### src/rtl/frequency_meter_pkg.sv
// Shared types and elaboration-time helpers for the frequency meter.
package freq_meter_pkg;

    typedef enum logic [1:0] {
        IDLE = 2'd0,
        ARM  = 2'd1,
        GATE = 2'd2
    } meter_state_t;

    function automatic int ceil_log2(input int value);
        int     result;
        longint span;
        result = 0;
        span   = 1;
        while (span < longint'(value)) begin
            span   = span * 2;
            result = result + 1;
        end
        return result;
    endfunction

    function automatic int gate_cycles(input int reference_clock, input int gate_divisor);
        return reference_clock / gate_divisor;
    endfunction

endpackage

### src/rtl/frequency_meter_if.sv
// Measurement-side signals of the frequency meter, grouped for port hookup.
interface frequency_meter_if
    import freq_meter_pkg::*;
#(
    parameter int FREQ_BITS = ceil_log2(50_000_000 / 2) + 1
);
    logic                 enable;
    logic                 signal_in;
    logic [FREQ_BITS-1:0] frequency_hz;
    logic                 measure_valid;
    logic                 busy;
    logic                 no_signal;
    logic                 in_tolerance;

    modport master (
        output enable, signal_in,
        input  frequency_hz, measure_valid, busy, no_signal, in_tolerance
    );

    modport slave (
        input  enable, signal_in,
        output frequency_hz, measure_valid, busy, no_signal, in_tolerance
    );
endinterface

### src/rtl/frequency_meter_signal_sync_edge.sv
// Two-flop synchronizer plus history flop; flags a rising edge of an async input.
module signal_sync_edge (
    input  logic clk_FPGA,
    input  logic reset,
    input  logic async_in,
    output logic rise_pulse
);
    logic sync_meta;
    logic sync_stable;
    logic history;

    always_ff @(posedge clk_FPGA or negedge reset) begin
        if (!reset) begin
            sync_meta   <= 1'b0;
            sync_stable <= 1'b0;
            history     <= 1'b0;
        end else begin
            sync_meta   <= async_in;
            sync_stable <= sync_meta;
            history     <= sync_stable;
        end
    end

    assign rise_pulse = sync_stable & ~history;
endmodule

### src/rtl/frequency_meter.sv
// Gated edge counter measuring signal_in in Hz against clk_FPGA.
// Optional tolerance flag enabled by defining FREQ_METER_TOLERANCE_EN.
module frequency_meter
    import freq_meter_pkg::*;
#(
    parameter int REFERENCE_CLOCK  = 50_000_000,
    parameter int GATE_DIVISOR     = 10,
    parameter int TARGET_FREQUENCY = 5_000_000,
    parameter int TOLERANCE_HZ     = 1000,
    parameter int FREQ_BITS        = ceil_log2(REFERENCE_CLOCK / 2) + 1
)(
    input logic              clk_FPGA,
    input logic              reset,
    frequency_meter_if.slave meas
);
    localparam int GATE_CYCLES = gate_cycles(REFERENCE_CLOCK, GATE_DIVISOR);
    localparam int GATE_BITS   = (ceil_log2(GATE_CYCLES) < 1) ? 1 : ceil_log2(GATE_CYCLES);
    localparam int EDGE_BITS   = ceil_log2(GATE_CYCLES / 2) + 1;

    if (GATE_DIVISOR < 1 || TARGET_FREQUENCY < 0 || TOLERANCE_HZ < 0) begin : g_bad_params
        $error("frequency_meter: invalid parameter set");
    end

    meter_state_t         state;
    meter_state_t         state_next;
    logic                 arm_cnt;
    logic [GATE_BITS-1:0] gate_cnt;
    logic [EDGE_BITS-1:0] edge_cnt;
    logic [EDGE_BITS-1:0] edge_sum;
    logic [FREQ_BITS-1:0] freq_next;
    logic [FREQ_BITS-1:0] freq_q;
    logic                 valid_q;
    logic                 no_signal_q;
    logic                 rise;
    logic                 terminal;
    logic                 reload;

    signal_sync_edge u_sync (
        .clk_FPGA   (clk_FPGA),
        .reset      (reset),
        .async_in   (meas.signal_in),
        .rise_pulse (rise)
    );

    always_ff @(posedge clk_FPGA or negedge reset) begin
        if (!reset) state <= IDLE;
        else        state <= state_next;
    end

    // Terminal cycle both closes the window and, while enabled, opens the next one.
    always_comb begin
        state_next = state;
        terminal   = 1'b0;
        reload     = 1'b0;
        edge_sum   = (edge_cnt == '1) ? edge_cnt : edge_cnt + EDGE_BITS'(rise);
        freq_next  = FREQ_BITS'(longint'(edge_sum) * longint'(GATE_DIVISOR));
        case (state)
            IDLE: if (meas.enable) state_next = ARM;
            ARM: begin
                if (!meas.enable) state_next = IDLE;
                else if (arm_cnt) begin
                    state_next = GATE;
                    reload     = 1'b1;
                end
            end
            GATE: begin
                if (gate_cnt == '0) begin
                    terminal   = 1'b1;
                    reload     = meas.enable;
                    state_next = meas.enable ? GATE : IDLE;
                end else if (!meas.enable) begin
                    state_next = IDLE;
                end
            end
            default: state_next = IDLE;
        endcase
    end

    always_ff @(posedge clk_FPGA or negedge reset) begin
        if (!reset) begin
            arm_cnt     <= 1'b0;
            gate_cnt    <= '0;
            edge_cnt    <= '0;
            freq_q      <= '0;
            valid_q     <= 1'b0;
            no_signal_q <= 1'b0;
        end else begin
            arm_cnt <= (state == ARM) && (state_next == ARM);
            valid_q <= terminal;
            if (reload) begin
                gate_cnt <= GATE_BITS'(GATE_CYCLES - 1);
                edge_cnt <= '0;
            end else if (state == GATE && !terminal) begin
                gate_cnt <= gate_cnt - 1'b1;
                edge_cnt <= edge_sum;
            end
            if (terminal) begin
                freq_q      <= freq_next;
                no_signal_q <= (edge_sum == '0);
            end
        end
    end

`ifdef FREQ_METER_TOLERANCE_EN
    localparam logic [63:0] TARGET_W = 64'(TARGET_FREQUENCY);
    localparam logic [63:0] TOL_W    = 64'(TOLERANCE_HZ);
    localparam logic [63:0] TOL_LOW  = (TARGET_W > TOL_W) ? TARGET_W - TOL_W : 64'd0;
    localparam logic [63:0] TOL_HIGH = TARGET_W + TOL_W;

    logic in_tol_q;

    always_ff @(posedge clk_FPGA or negedge reset) begin
        if (!reset)        in_tol_q <= 1'b0;
        else if (terminal) in_tol_q <= (64'(freq_next) >= TOL_LOW) && (64'(freq_next) <= TOL_HIGH);
    end

    assign meas.in_tolerance = in_tol_q;
`else
    assign meas.in_tolerance = 1'b0;
`endif

    assign meas.frequency_hz  = freq_q;
    assign meas.measure_valid = valid_q;
    assign meas.busy          = (state != IDLE);
    assign meas.no_signal     = no_signal_q;
endmodule

### src/flat_wrapper.sv
// flat-port wrapper written by rule: the top's interface ports become plain ports
module frequency_meter_flat import freq_meter_pkg::*;
#(
    parameter int REFERENCE_CLOCK  = 50_000_000,
    parameter int GATE_DIVISOR     = 10,
    parameter int TARGET_FREQUENCY = 5_000_000,
    parameter int TOLERANCE_HZ     = 1000,
    parameter int FREQ_BITS        = ceil_log2(REFERENCE_CLOCK / 2) + 1
)
  (clk_FPGA, reset, meas_enable, meas_signal_in, meas_frequency_hz, meas_measure_valid, meas_busy, meas_no_signal, meas_in_tolerance);
  frequency_meter_if #(.FREQ_BITS(FREQ_BITS)) meas_i ();
  input logic clk_FPGA;
  input logic reset;
  input wire logic [$bits(meas_i.enable)-1:0] meas_enable;
  input wire logic [$bits(meas_i.signal_in)-1:0] meas_signal_in;
  output wire logic [$bits(meas_i.frequency_hz)-1:0] meas_frequency_hz;
  output wire logic [$bits(meas_i.measure_valid)-1:0] meas_measure_valid;
  output wire logic [$bits(meas_i.busy)-1:0] meas_busy;
  output wire logic [$bits(meas_i.no_signal)-1:0] meas_no_signal;
  output wire logic [$bits(meas_i.in_tolerance)-1:0] meas_in_tolerance;
  assign meas_i.enable = meas_enable;
  assign meas_i.signal_in = meas_signal_in;
  assign meas_frequency_hz = meas_i.frequency_hz;
  assign meas_measure_valid = meas_i.measure_valid;
  assign meas_busy = meas_i.busy;
  assign meas_no_signal = meas_i.no_signal;
  assign meas_in_tolerance = meas_i.in_tolerance;
  frequency_meter #(.REFERENCE_CLOCK(REFERENCE_CLOCK), .GATE_DIVISOR(GATE_DIVISOR), .TARGET_FREQUENCY(TARGET_FREQUENCY), .TOLERANCE_HZ(TOLERANCE_HZ), .FREQ_BITS(FREQ_BITS)) u_core (.clk_FPGA(clk_FPGA), .reset(reset), .meas(meas_i));
endmodule
### config.mk
export PLATFORM = sky130hd
export DESIGN_NAME = frequency_meter_flat
export DESIGN_NICKNAME = d
export VERILOG_FILES = /design/src/rtl/frequency_meter_pkg.sv /design/src/rtl/frequency_meter_if.sv /design/src/rtl/frequency_meter_signal_sync_edge.sv /design/src/rtl/frequency_meter.sv /design/src/flat_wrapper.sv
export SDC_FILE = /design/constraint.sdc
export NUM_CORES = 1
export LEC_CHECK = 0
export CORE_AREA = 5 5 113 115
export DETAILED_ROUTE_END_ITERATION = 16
export DIE_AREA = 0 0 118 120
export PLACE_DENSITY = 0.73
export SLEW_MARGIN = 20
export SYNTH_ARGS = -nofsm -noshare
export SYNTH_HDL_FRONTEND = slang
export SYNTH_HIERARCHICAL = 1
export SYNTH_SLANG_ARGS = --single-unit
### constraint.sdc
create_clock -name clk_FPGA -period 3.6 [get_ports clk_FPGA]
set_input_delay 0.72 -clock clk_FPGA [delete_from_list [all_inputs] [get_ports clk_FPGA]]
set_output_delay 0.72 -clock clk_FPGA [all_outputs]
set_load 0.01 [all_outputs]
==> flow_summary_export.csv, run 1 <==
group,metric,value,unit
worst_setup_path,cp-end-kind,"flip-flop",
clocking,cts.path.max_buffers,2,
layout,drive_gt1_share,29.9,%
routing,wl,17100,µm
routing,vias,5494,
layout,antenna_cells,0,
timing,period_needed,3.71,ns
worst_setup_path,regToRegStartpoint,"u_core/u_sync/history$_DFF_PN0_",
logic_synthesis,syn_area,5680,µm²
logic_synthesis,synthTopCellsByCount,"nand2_1 (85), dfrtp_1 (79), o21ai_0 (59)",
timing,hold_viol,0,
worst_setup_path,cpMostUsedCell,"buf_4",
logic_synthesis,synthArstFlopShare,100,%
routing,post_drt_wl_per_cell,17.8,µm
layout,syn2layout_area_growth,36.6,%
timing,setup_ws,-0.111,ns
hold_path,hold_path_end,"u_core/u_sync/sync_stable$_DFF_PN0_",
timing,tightestPinTransition,0.802,ns
layout,final_cell_area,7770,µm²
power,power,5.37,mW
worst_setup_path,crit_path_cell_trace,"nor2b_4 > ha_4 > nand4_1 > buf_4 > nor3_4 > o31ai_4 > xor2_2 > buf_4 > xnor2_1 > ha_1 > buf_4 > buf_4 > o21ai_0 > nand2b_1 > nor3b_2 > buf_4 > o211a_1 > o21a_1 > o31ai_1",
grt,overflow,0,
worst_setup_path,crit_arrival,3.97,ns
worst_setup_path,reg2reg_to,"u_core/meas.frequency_hz[23]$_DFFE_PN0P_",
timing,maxSlewHeadroom,46.5,%
floorplanning,io_pins,34,
floorplanning,rows,40,
hold_path,min_path_cells,0,
timing,finalSetupViolCount,7,
routing,antenna_left,0,
job,drv.max_cap_violation_count,0,
logic_synthesis,synth-xor-area-share,11.2,%
timing,min_period_over_period,103,%
worst_setup_path,crit_fanout,3,
clocking,htree_levels,3,
routing,drt-vias-per-instance,5.73,
logic_synthesis,synth_ff_type,"dfrtp_1",
worst_setup_path,slowest_stage,"dfrtp_1",
hold_path,hp-class,"flip-flop to flip-flop",
status,status,"finished with violations",
floorplanning,initial_core_util,48.5,%
floorplanning,die_w,118,µm
clocking,numClockSinks,79,
clocking,cts_tree,"done",
timing,max_freq,0.270,GHz
logic_synthesis,synthCells,654,
grt,globalRouteTotalUtil,24.1,%
placement,dp_hpwl,12400,µm
logic_synthesis,synthDominantCellAreaShare,34.8,%
power,powerDensity,691,nW/µm²
clocking,cts-root-buf,"clkbuf_16",
logic_synthesis,yosysSeqAreaShare,34.8,%
clocking,cts_buffers,9,
worst_setup_path,critPathBufInv,5,
grt,antenna_found_initial,0,
logic_synthesis,synth_warnings,6,
logic_synthesis,synth_area_per_cell,8.69,µm²
logic_synthesis,synth_top_family_by_area,"simple AND/OR/NAND/NOR gates",
grt,grt_max_degree,80,
layout,nets,842,
layout,fillers,941,
logic_synthesis,synth_compound_area_share,16.6,%
status,violations,"negative setup slack",
logic_synthesis,yosys.area_share.simple,24.4,%
routing,drtIter0Drc,449,
logic_synthesis,synth_mux_area_share,1.30,%
logic_synthesis,yosysMostFrequentCell,"nand2_1",
grt,grt_pass1_wl,27700,µm
timing,rsz0062_at_grt,"yes",
worst_setup_path,startpoint,"u_core/u_sync/history$_DFF_PN0_",
clocking,cts.clk_slew.worst_paths,0.07,ns
logic_synthesis,yosysTopAreaCell,"dfrtp_1",
placement,gp_congestion,1.00,
worst_setup_path,cpPeakStageDelay,0.40,ns
clocking,clk-insertion-delay-late,0.35,ns
floorplanning,die_h,120,µm
logic_synthesis,synth.distinct_cells,70,
floorplanning,die_area,14200,µm²
routing,drc_errors,0,
floorplanning,core_area,11700,µm²
worst_setup_path,crit_type,"flip-flop to flip-flop",
timing,drv_slew,0,
power,max-vdd-ir-drop,361,µV
hold_path,hp-start,"u_core/u_sync/sync_meta$_DFF_PN0_",
worst_setup_path,cp_top_family,"compound AO/OA/AOI/OAI gates",
routing,drt_first_pass_iters,5,
logic_synthesis,synthTopCellsByArea,"dfrtp_1 (35%), xnor2_1 (7.6%), ha_1 (6.6%)",
placement,io_buffers,31,
logic_synthesis,yosys_register_bits,79,
worst_setup_path,reg2reg_slack,-0.11,ns
logic_synthesis,synthAdderAreaFrac,6.96,%
timing,fin_skew,0.00816,ns
worst_setup_path,crit_required,3.86,ns
placement,dpl-instance-area,7040,µm²
worst_setup_path,ff2ff_path_depth,19,
logic_synthesis,synth_edf_count,0,
power,p_leak,3.44,nW
grt,grt_pass1_vias,5396,
worst_setup_path,crit_path_start_kind,"flip-flop",
worst max-delay path by stage:
stage,end,slack (ns),cells past startpoint
6_report,u_core/meas.frequency_hz[23]$_DFFE_PN0P_,-0.11,19
5_1_grt,u_core/meas.frequency_hz[21]$_DFFE_PN0P_,-0.29,16
4_1_cts,u_core/meas.frequency_hz[24]$_DFFE_PN0P_,-0.07,17
3_5_place_dp,u_core/meas.frequency_hz[25]$_DFFE_PN0P_,-0.25,18
3_3_place_gp,u_core/meas.frequency_hz[25]$_DFFE_PN0P_,-0.19,18
2_1_floorplan,u_core/meas.frequency_hz[24]$_DFFE_PN0P_,-0.02,16
kinds of logic (layout without fill, tap and decap cells):
family	count (synthesis)	count (layout)
AO/OA/AOI/OAI	144	144
XOR/XNOR	73	73
adder cells (fa/ha/maj)	31	31
buffers and inverters	63	220
flip-flops	79	79
multiplexers	7	7
other	1	2
AND/OR/NAND/NOR	256	256
state kept, by name, indices dropped and copies added, names as in the netlist:
signal and cells:
u_core/meas.no_signal 1, u_core/meas.measure_valid 1, u_core/gate_cnt 23, u_core/u_sync/sync_meta 1, u_core/u_sync/history 1, u_core/u_sync/sync_stable 1, u_core/edge_cnt 23, u_core/meas.frequency_hz 25
u_core/state 2, u_core/arm_cnt 1
cell usage in the layout (no fill, tap or decap), types with 5 or more instances in the layout:
master	n
buf_6	5
o21ai_1	8
a21o_1	8
inv_1	26
nor3b_1	6
xor2_1	20
nand3_2	6
a31o_2	5
ha_1	25
buf_4	142
clkdlybuf4s50_1	30
clkbuf_16	9
nand3_1	14
xnor2_1	44
nand4_1	17
xnor2_2	5
nor2_1	40
and4_1	7
and3_1	10
nor2b_1	6
a31oi_1	8
nor3_1	11
dfrtp_1	76
nand2_1	84
and2_1	6
o21ai_0	51
or3_1	5
a21oi_1	16
area by class of cell:
class | instances | area (µm²) | area share (%)
Inverter | 27 | 101 | 1.30
Multi-Input combinational cell | 513 | 3780 | 48.7
Sequential cell | 79 | 1980 | 25.5
Tap cell | 147 | 184 | 2.37
Timing Repair Buffer | 177 | 1420 | 18.3
Clock inverter | 6 | 67.6 | 0.870
Clock buffer | 10 | 229 | 2.95
repair_timing:
action / CTS / global route
resized for setup: 20 / 45
setup endpoints to repair: 12 / 12
setup buffers: 8 / 10
hold buffers: 0 / 0
pin swaps: 14 / 32
layer usage:
layer	part of all wire, %	vias to the layer above	track usage [%]
met5	0	-	0
met4	2.4	0	7.46
met3	4.2	31	4.43
met2	48	137	39.8
met1	45	2701	32.1
li1	-	2625	-
power by group:
| part | switching, mW | internal [mW] |
|---|---|---|
| registers | 0.195 | 1.08 |
| clock network | 0.396 | 0.541 |
| logic | 1.67 | 1.49 |
stage by stage:
stage | cells | setup slack, ns | hold slack, ns | TNS, ns | utilization (%)
floorplan | 655 | -0.0229 | 0.331 | -0.0527 | -
global placement | 925 | -0.190 | 0.333 | -0.791 | 60.1
detailed placement | 925 | -0.250 | 0.336 | -1.36 | 60.1
CTS | 949 | -0.0743 | 0.351 | -0.387 | 64.0
global route | 959 | -0.291 | 0.355 | -2.20 | 66.3
finish | 959 | -0.111 | 0.349 | -0.583 | 66.3
No activity file was read; power rests on OpenSTA's default activity.
==> run 2: changes to the inputs <==
- CORE_AREA: 5 5 113 115 -> 2 2 110 112
- CTS_CLUSTER_SIZE: not set -> 8
- DIE_AREA: 0 0 118 120 -> 0 0 112 114
==> run 2 against run 1 <==
Net effect:
- the flow still finishes with violations (negative setup slack)
- worst hold slack improved by 0.0095 ns
- critical endpoint unchanged
- first-iteration DRC count decreased by 3.3%
- critical path depth decreased by 1
- utilization increased by 0.33 points
==> flow_summary_export.csv, run 2 (synthesized netlist as in run 1, its figures left out) <==
group,metric,value,unit
placement,dp_hpwl,11900,µm
clocking,clk-insertion-delay-late,0.35,ns
power,max-vdd-ir-drop,405,µV
timing,tightestPinTransition,0.747,ns
clocking,numClockSinks,79,
worst_setup_path,crit_arrival,4.10,ns
placement,post-place-ws,-0.220,ns
worst_setup_path,cpPeakStageDelay,0.39,ns
clocking,cts_tree,"done",
worst_setup_path,crit_fanout,3,
placement,dpl-instance-area,7000,µm²
layout,fillers,878,
worst_setup_path,ff2ff_path_depth,18,
layout,final_cell_area,7810,µm²
routing,drt_first_pass_iters,5,
routing,drt-vias-per-instance,5.74,
layout,nets,838,
status,violations,"negative setup slack",
timing,fin_hold_ws,0.359,ns
routing,vias,5480,
grt,grt_pass1_vias,5376,
grt,antenna_found_initial,0,
floorplanning,die_w,112,µm
timing,rsz0062_at_grt,"yes",
timing,hold_viol,0,
timing,maxSlewHeadroom,50.1,%
power,powerDensity,711,nW/µm²
routing,antenna_left,0,
worst_setup_path,cp-end-kind,"flip-flop",
worst_setup_path,crit_path_cell_trace,"nor2b_4 > ha_4 > buf_4 > buf_4 > buf_4 > nand4_1 > or3_1 > o211a_1 > xor2_1 > ha_1 > a21o_1 > a2111o_1 > a41oi_2 > buf_4 > nor3b_4 > o211a_1 > o21a_1 > o31ai_2",
worst_setup_path,crit_required,3.86,ns
timing,finalSetupViolCount,9,
timing,fin_skew,0.00672,ns
timing,max_freq,0.260,GHz
clocking,cts.clk_slew.worst_paths,0.07,ns
timing,min_period_over_period,107,%
timing,period_needed,3.84,ns
hold_path,hp-class,"flip-flop to flip-flop",
job,drv.max_cap_violation_count,0,
grt,overflow,0,
floorplanning,io_pins,34,
layout,final_common_cell,"buf_4",
layout,drive_gt1_share,29.6,%
placement,io_buffers,31,
worst_setup_path,crit_type,"flip-flop to flip-flop",
layout,antenna_cells,0,
routing,wl,17000,µm
grt,grt_max_degree,80,
layout,multi_input_area,3800,µm²
routing,post_drt_wl_per_cell,17.8,µm
floorplanning,core_area,11700,µm²
layout,post-route-util,66.7,%
routing,drc_errors,0,
layout,syn2layout_area_growth,37.3,%
clocking,cts_buffers,9,
grt,grt_pass1_wl,26600,µm
worst_setup_path,crit_path_start_kind,"flip-flop",
floorplanning,initial_core_util,48.5,%
layout,stdcell_count,955,
grt,globalRouteTotalUtil,26.1,%
worst_setup_path,cpMostUsedCell,"buf_4",
layout,regArea,1980,µm²
worst_setup_path,slowest_stage,"or3_1",
layout,largest_reg_flops,25,
clocking,cts.path.max_buffers,2,
floorplanning,rows,40,
routing,drtIter0Drc,434,
power,p_leak,3.49,nW
placement,gp_congestion,0.938,
clocking,cts-root-buf,"clkbuf_16",
placement,dp.cells,921,
hold_path,min_path_cells,0,
timing,drv_slew,0,
timing,setup_ws,-0.240,ns
clocking,htree_levels,3,
floorplanning,die_h,114,µm
status,status,"finished with violations",
floorplanning,die_area,12800,µm²
layout,final_cell_mix,"buf_4 (139), nand2_1 (83), dfrtp_1 (78)",
==> run 2: changes by cell type in the layout (fill, tap and decap cells not counted), moves of 3 or more <==
cell | previous run | this run
a21oi_2 | 2 | 5
o21ai_2 | 1 | 4
o21ai_1 | 8 | 5
buf_4 | 142 | 139
and3_1 | 10 | 13
o31ai_2 | 1 | 4
==> run 2: final timing paths <==
path,startpoint,endpoint,slack [ns]
setup / recovery,u_core/u_sync/sync_stable$_DFF_PN0_,u_core/meas.frequency_hz[23]$_DFFE_PN0P_,-0.24
hold / removal,u_core/u_sync/sync_meta$_DFF_PN0_,u_core/u_sync/sync_stable$_DFF_PN0_,0.36
setup reg to reg,u_core/u_sync/sync_stable$_DFF_PN0_,u_core/meas.frequency_hz[23]$_DFFE_PN0P_,-0.24
hold reg to reg,u_core/u_sync/sync_meta$_DFF_PN0_,u_core/u_sync/sync_stable$_DFF_PN0_,0.36
max in group asynchronous,reset,u_core/edge_cnt[0]$_DFFE_PN0P_,2.65
min in group asynchronous,reset,u_core/arm_cnt$_DFF_PN0_,0.41
==> run 2: timing repair <==
action | in CTS | in global routing
hold buffers | 0 | 0
endpoints found under the setup margin | 12 | 12
pin swaps | 14 | 20
resized for setup | 22 | 42
cloned | 0 | 0
setup buffers | 8 | 11
==> run 2: metrics by stage <==
step           setup TNS, ns  power [mW]
6_report               -1.26        5.55
5_1_grt                -3.03        5.85
4_1_cts               -0.198        5.23
3_5_place_dp           -1.26        4.04
3_3_place_gp          -0.620        3.97
2_1_floorplan        -0.0527        2.91
==> run 2: power by group <==
| part | leakage [nW] | switching [mW] | total (mW) | internal, mW |
|---|---|---|---|---|
| Sequential | 1.03 | 0.191 | 1.27 | 1.08 |
| Clock | 0.172 | 0.401 | 1.09 | 0.687 |
| Combinational | 2.28 | 1.72 | 3.19 | 1.48 |
==> run 2: worst max-delay path: cells and delay by family (launching register included) <==
family	cells	cell delay [ns]
compound gates	7	1.56
xor+xnor	1	0.17
fa+ha+maj	2	0.45
buf+inv	4	0.43
flops	1	0.38
simple gates	4	0.73
==> run 2: final cells by class <==
| type | instances | share of cell area (%) |
|---|---|---|
| tap | 147 | 2.36 |
| sequential | 79 | 25.3 |
| timing repair buffer | 173 | 17.8 |
| inverter | 27 | 1.30 |
| clock buffer | 9 | 2.89 |
| multi-input combinational | 513 | 48.7 |
| clock inverter | 7 | 1.63 |
==> run 2: metal layers <==
metal | vias to the layer above | share of wire (%) | global-route usage [%]
met5 | - | 0 | 0
met4 | 0 | 3.4 | 9.59
met3 | 46 | 5.5 | 4.89
met2 | 187 | 48 | 43.6
met1 | 2623 | 43 | 34.0
li1 | 2624 | - | -
